<file path="config.mk">
export PLATFORM = sky130hd
export DESIGN_NAME = bcd_display_mux
export DESIGN_NICKNAME = d
export VERILOG_FILES = /design/src/rtl/bcd_display_mux.sv
export SDC_FILE = /design/constraint.sdc
export NUM_CORES = 1
export LEC_CHECK = 0
export ABC_CLOCK_PERIOD_IN_PS = 6950
export CORE_MARGIN = 2
export CORE_UTILIZATION = 52
export DETAILED_ROUTE_END_ITERATION = 10
export GPL_ROUTABILITY_DRIVEN = 0
export PLACE_DENSITY_LB_ADDON = 0.1
export SYNTH_ARGS = -nofsm -noshare
export SYNTH_HDL_FRONTEND = slang
export SYNTH_SLANG_ARGS = --single-unit
export TNS_END_PERCENT = 50
</file>
<file path="constraint.sdc">
create_clock -name clk -period 6.95 [get_ports clk]
set_clock_uncertainty 0.2 [all_clocks]
set_input_delay 1.7375 -clock clk [delete_from_list [all_inputs] [get_ports clk]]
set_output_delay 1.7375 -clock clk [all_outputs]
set_load 0.005 [all_outputs]
</file>
<file path="src/rtl/bcd_display_mux.sv">
// Two-digit, time-multiplexed seven-segment driver for a packed BCD count.
// The display alternates between the units and tens digits every REFRESH_DIV
// cycles. The count is sampled once per frame, on entry to the units slot, so
// both digits of a frame always come from the same value. A rising edge on TC
// lights the shared decimal point for BLINK_SLOTS digit slots.
//
// Ports:
//   clk      - system clock, rising edge
//   resetn   - asynchronous active-low reset
//   count    - packed BCD value, [7:4] tens, [3:0] units
//   TC       - terminal-count level from the counter
//   blank_lz - blank the tens digit when it is zero
//   seg      - segments {a,b,c,d,e,f,g}, active-low
//   an       - digit enables, [0] units, [1] tens, active-low
//   dp       - decimal point, active-low
//   err      - snapshot holds a non-BCD nibble
module bcd_display_mux #(
  parameter int unsigned REFRESH_DIV = 1000,
  parameter int unsigned BLINK_SLOTS = 8
) (
  input  logic       clk,
  input  logic       resetn,
  input  logic [7:0] count,
  input  logic       TC,
  input  logic       blank_lz,
  output logic [6:0] seg,
  output logic [1:0] an,
  output logic       dp,
  output logic       err
);

  localparam int unsigned PreW = (REFRESH_DIV > 2) ? $clog2(REFRESH_DIV) : 1;
  localparam logic [PreW-1:0] PreMax = PreW'(REFRESH_DIV - 1);
  localparam logic [7:0] BlinkLoad = 8'(BLINK_SLOTS);

  logic [PreW-1:0] pre_q, pre_d;
  logic            sel_q, sel_d;  // 1 = tens slot
  logic [7:0]      snap_q, snap_d;
  logic            tc_q;
  logic [7:0]      bc_q, bc_d;
  logic [6:0]      seg_q, seg_d;
  logic [1:0]      an_q, an_d;
  logic            dp_q, dp_d;
  logic            err_q, err_d;

  logic       strobe;
  logic       tc_rise;
  logic       blank;
  logic [3:0] digit;
  logic [6:0] glyph;  // active-high {a..g}

  always_comb begin
    strobe  = (pre_q == PreMax);
    pre_d   = strobe ? '0 : pre_q + 1'b1;
    sel_d   = strobe ? ~sel_q : sel_q;
    // Sample only when leaving the tens slot, i.e. at the start of a frame.
    snap_d  = (strobe && sel_q) ? count : snap_q;

    tc_rise = TC & ~tc_q;
    bc_d    = bc_q;
    if (tc_rise) begin
      bc_d = BlinkLoad;
    end else if (strobe && (bc_q != 8'd0)) begin
      bc_d = bc_q - 8'd1;
    end
  end

  always_comb begin
    digit = sel_q ? snap_q[7:4] : snap_q[3:0];
    case (digit)
      4'd0:    glyph = 7'b1111110;
      4'd1:    glyph = 7'b0110000;
      4'd2:    glyph = 7'b1101101;
      4'd3:    glyph = 7'b1111001;
      4'd4:    glyph = 7'b0110011;
      4'd5:    glyph = 7'b1011011;
      4'd6:    glyph = 7'b1011111;
      4'd7:    glyph = 7'b1110000;
      4'd8:    glyph = 7'b1111111;
      4'd9:    glyph = 7'b1111011;
      default: glyph = 7'b0000001;  // dash for non-BCD nibbles
    endcase

    blank = sel_q & blank_lz & (snap_q[7:4] == 4'd0);
    seg_d = blank ? 7'h7F : ~glyph;
    an_d  = blank ? 2'b11 : (sel_q ? 2'b01 : 2'b10);
    dp_d  = (bc_q == 8'd0);
    err_d = (snap_q[7:4] > 4'd9) | (snap_q[3:0] > 4'd9);
  end

  always_ff @(posedge clk or negedge resetn) begin
    if (!resetn) begin
      pre_q  <= '0;
      sel_q  <= 1'b1;
      snap_q <= 8'h00;
      tc_q   <= 1'b0;
      bc_q   <= 8'd0;
      seg_q  <= 7'h7F;
      an_q   <= 2'b11;
      dp_q   <= 1'b1;
      err_q  <= 1'b0;
    end else begin
      pre_q  <= pre_d;
      sel_q  <= sel_d;
      snap_q <= snap_d;
      tc_q   <= TC;
      bc_q   <= bc_d;
      seg_q  <= seg_d;
      an_q   <= an_d;
      dp_q   <= dp_d;
      err_q  <= err_d;
    end
  end

  assign seg = seg_q;
  assign an  = an_q;
  assign dp  = dp_q;
  assign err = err_q;

endmodule

</file>
# ---- Word-level counts from Yosys, hierarchy flattened
# Memories as Yosys holds them, arrays and structs flattened.
# Index checks and enable logic that the tools add are counted.
dict set report totals {
  inputBits 12
  output_inout_bits 11
  mem_bits_ro 112
  ff_bits 39
  n_memories 1
  wordCells 35
}
dict set report classes {
  n_addsub 2
  order_cmp 2
  n_eq_ne 1
  bitwise_logic 7
  n_reduce_logical 6
  n_mux 7
}
# memory words width read_ports rd_clocked_by_memory_dff write_ports line_no
set mem_list {}
lappend mem_list {{(name not given)} 16 7 1 0 0 70} ;# case (digit)
# operator count
set ops {}
lappend ops {{8-bit two-way mux} 2}
lappend ops {{10-bit by 1-bit adder with 10-bit output, second input constant} 1}
lappend ops {{10-bit equality test, second input constant} 1}
lappend ops {{10-bit two-way mux} 1}
lappend ops {{4-bit greater-than comparator, second input constant} 2}
lappend ops {{8-bit zero test} 1}
lappend ops {{8-bit nonzero test} 1}
lappend ops {{8-bit by 1-bit subtractor with 8-bit output, second input constant} 1}
lappend ops {{7-bit two-way mux} 1}
lappend ops {{7-bit inverter} 1}
lappend ops {{4-bit zero test} 1}
lappend ops {{2-bit two-way mux} 2}
lappend ops {{4-bit two-way mux} 1}
lappend ops {{1-bit bitwise AND} 3}
lappend ops {{1-bit logical AND} 2}
lappend ops {{1-bit inverter} 2}
lappend ops {{2-bit nonzero test} 1}
lappend ops {{1-bit OR} 1}

# ---- Depth between registers and ports, before layout
dict set report depth {
  ltp_word 4
  mapped_depth 8
  ltp_nobuf 7
}

# ---- Worst setup path after synthesis
# Ideal clock, no wire load.
dict set report synth_path {
  kind {input to register}
  start {in TC}
  end {reg bc_q[4]}
  slack_ns 4.263
  arrival_ns 2.421
  setup_time_ns 0.066
  stages 3
  required_time_ns 6.684
  path_cell_list {nor2b_1 > or4_1 > nand2_1}
}
dict set report synth_between {
  elab_chain_cells 2
}
# item line_no
set synth_rtl {}
lappend synth_rtl {{start: declaration} 24} ;# input logic TC,
lappend synth_rtl {{1-bit bitwise AND *} 59} ;# tc_rise = TC & ~tc_q;
lappend synth_rtl {{8-bit two-way mux or 2-bit nonzero test (tied branches)} -}
lappend synth_rtl {{end signal: assignment} 97} ;# bc_q <= 8'd0;
lappend synth_rtl {{end signal: assignment} 107} ;# bc_q <= bc_d;
lappend synth_rtl {{end: declaration} 40} ;# logic [7:0] bc_q, bc_d;
# Mark *: on every way between the ends. The rest lies on a longest branch, timed or not.
# A chain may end at the register's enable or synchronous reset.

# ---- Worst setup path in the final report
dict set report layout_path {
  start {reg seg_q[2] (netlist: seg[2])}
  end {out seg[2]}
}
# item line_no
set layout_rtl {}
lappend layout_rtl {{start: declaration} 41} ;# logic [6:0] seg_q, seg_d;
lappend layout_rtl {{start signal: assignment} 108} ;# seg_q <= seg_d;
lappend layout_rtl {{end: declaration} 26} ;# output logic [6:0] seg,
# No word-level cell between the ends.

==> results.sh <==
export IMPL_outcome="finished clean"
export IMPL_stdcell_area_mm2=0.00222
export IMPL_hold_viol=0
export IMPL_setup_tns_ps=0
export IMPL_worst_ir_drop_vdd_uv=97.0
export IMPL_ys_types=41
export IMPL_synth_enable_flop_cells=0
export IMPL_drc=0
export IMPL_netlist_top_cells_area="dfrtp_1 37%, dfstp_2 15%, mux2_2 6.0%"
export IMPL_powerDensity_mw_per_mm2=176
export IMPL_worstSetupPathType="flop to primary output"
export IMPL_drv_cap=0
export IMPL_drive_above_1_share=0.198
export IMPL_crit_buf_inv=1
export IMPL_port_buffers=22
export IMPL_cts_buffers=5
export IMPL_yosysTopAreaCell="dfrtp_1"
export IMPL_worst_setup_path_end_kind="primary output"
export IMPL_fmax_mhz=302
export IMPL_finalNonFillerCells=243
export IMPL_rows=21
export IMPL_ys_ff_latch=39
export IMPL_drtPass1Iterations=4
export IMPL_cp_slowest_stage_delay_ps=540
export IMPL_final_util=0.649
export IMPL_power_total_mw=0.390
export IMPL_h_tree_depth=2
export IMPL_max_slew_margin_rel=0.443
export IMPL_grt_usage=0.201
export IMPL_place_area_mm2=0.00214
export IMPL_insertedDiodeCount=0
export IMPL_start_kind="flop"
export IMPL_area_growth_pct=17.4
export IMPL_synth_cells=172
export IMPL_final_nets=216
export IMPL_cp_top_family="flip-flops"
export IMPL_place_ws_ps=3650
export IMPL_cts_sinks=39
export IMPL_grt_max_degree=40
export IMPL_synth_common_cells="28 x dfrtp_1, 12 x o21ai_0, 11 x dfstp_2, 11 x nand2_1, 11 x nor2_1"
export IMPL_drv_slew=0
export IMPL_clk_latency_ps=340
export IMPL_yosysWarnings=0
export IMPL_viasPerCell=5.64
export IMPL_start_util=0.553
export IMPL_crit_path_max_fanout=1
export IMPL_grt_pass1_wl_um=6400
export IMPL_layout_setup_ws_ps=3640
export IMPL_dp_cells=235
export IMPL_min_path_type="flop to flop"
export IMPL_wirelength_um=3480
export IMPL_syn_nets=192
export IMPL_synth_top_area_share=0.371
export IMPL_path_cells="clkdlybuf4s50_1"
export IMPL_antenna_found_initial=0
export IMPL_ios=23
export IMPL_cts_tree="yes"
export IMPL_overflow=0
export IMPL_cts_hold_buffers=0
export IMPL_post_cts_resized=0
export IMPL_die_area_mm2=0.00413
export IMPL_worst_slew_pin_slew_ps=835
export IMPL_synth_seq_area_share=0.524
export IMPL_synth_flop_cell="dfrtp_1"
export IMPL_core_area_mm2=0.00342
export IMPL_finalCritPeriodShare=0.476
export IMPL_die_w_um=64.3
export IMPL_hpwl_um=2450
export IMPL_wl_per_cell_um=14.3
export IMPL_grt_pass1_vias=1434
export IMPL_cts_setup_buffers=0
export IMPL_vias=1370
export IMPL_synth_avg_cell_area_um2=11.0
export IMPL_critPathSlowestCell="dfstp_2"
export IMPL_fp_dieH_um=64.3
export IMPL_arrival_ps=1370
export IMPL_syn_area_mm2=0.00189
export IMPL_clockBufferDepth=2
export IMPL_setup_viol=0
export IMPL_postRouteAntennaNets=0
export IMPL_ff2ff_setup_slack_ps=4540
export IMPL_p_leak_nw=0.941
export IMPL_first_iter_violations=107
export IMPL_hold_slack_ps=266
export IMPL_period_minus_slack_ps=3310
export IMPL_clkTransAtPathRegs_ps=110
export IMPL_yosysMostFrequentCell="dfrtp_1"
export IMPL_cts_root_buffer="clkbuf_4"
export IMPL_async_reset_ff_frac=1.00
export IMPL_crit_required_ps=5010
export IMPL_rsz0062_at_grt="false"
==> path summary, 6_finish.rpt <==
check / from / to / cells after the start
setup / recovery: seg[2] / seg[2] / 1
hold / removal: sel_q / an[0] / 0
setup reg to reg: bc_q[0] / bc_q[3] / 6
hold reg to reg: sel_q / an[0] / 0
max in group asynchronous: resetn / snap_q[0] / 1
min in group asynchronous: resetn / bc_q[3] / 1
==> cell families (layout without fill, tap and decap cells) <==
group	after synthesis	after routing	share of synthesized area
buffers and inverters	11	36	0.0258
xor gates and xnor gates	6	6	0.0278
muxes	16	16	0.0914
AOI/OAI and AO/OA	33	33	0.107
adders and majority gates	8	8	0.0530
and+or+nand+nor	59	59	0.172
DFF	39	39	0.524
==> final cells by class <==
cell class	count	area (µm²)
clock buffers	6	41.3
clock inverters	2	37.5
fillers	287	1200
inverters	5	18.8
multi-input cells	122	851
flip-flops and latches	39	990
well taps	46	57.6
repair buffers	23	223
==> power by group <==
| part | switching [mW] | total (mW) | internal, mW | leakage [nW] |
|---|---|---|---|---|
| clock | 0.0755 | 0.151 | 0.0759 | 0.0385 |
| sequential | 0.000121 | 0.228 | 0.228 | 0.483 |
| combinational | 0.00597 | 0.0114 | 0.00544 | 0.419 |
==> sequential cells by signal, summed over array words and instances (netlist names) <==
name    cells
an          2
err         1
sel_q       1
bc_q        8
dp          1
tc_q        1
seg         7
pre_q      10
snap_q      8
==> layer usage <==
metal,up-vias,GRT usage,share of wire,wire length [µm]
li1,667,-,-,-
met1,673,0.237,0.43,1490
met2,28,0.342,0.52,1820
met3,2,0.0687,0.042,147
met4,0,0.0691,0.0057,20
met5,-,0,0,0
==> cell usage in the layout, fill, tap and decap left out, drive strengths merged, types with 8 or more instances in the layout <==
| cell | instances |
|---|---|
| dfrtp | 28 |
| clkdlybuf4s50 | 21 |
| o21ai | 12 |
| nand2 | 12 |
| nor2 | 11 |
| dfstp | 11 |
| mux2 | 10 |
| a21oi | 9 |
| ha | 8 |
Note: power is estimated with default switching activity, not from simulation.
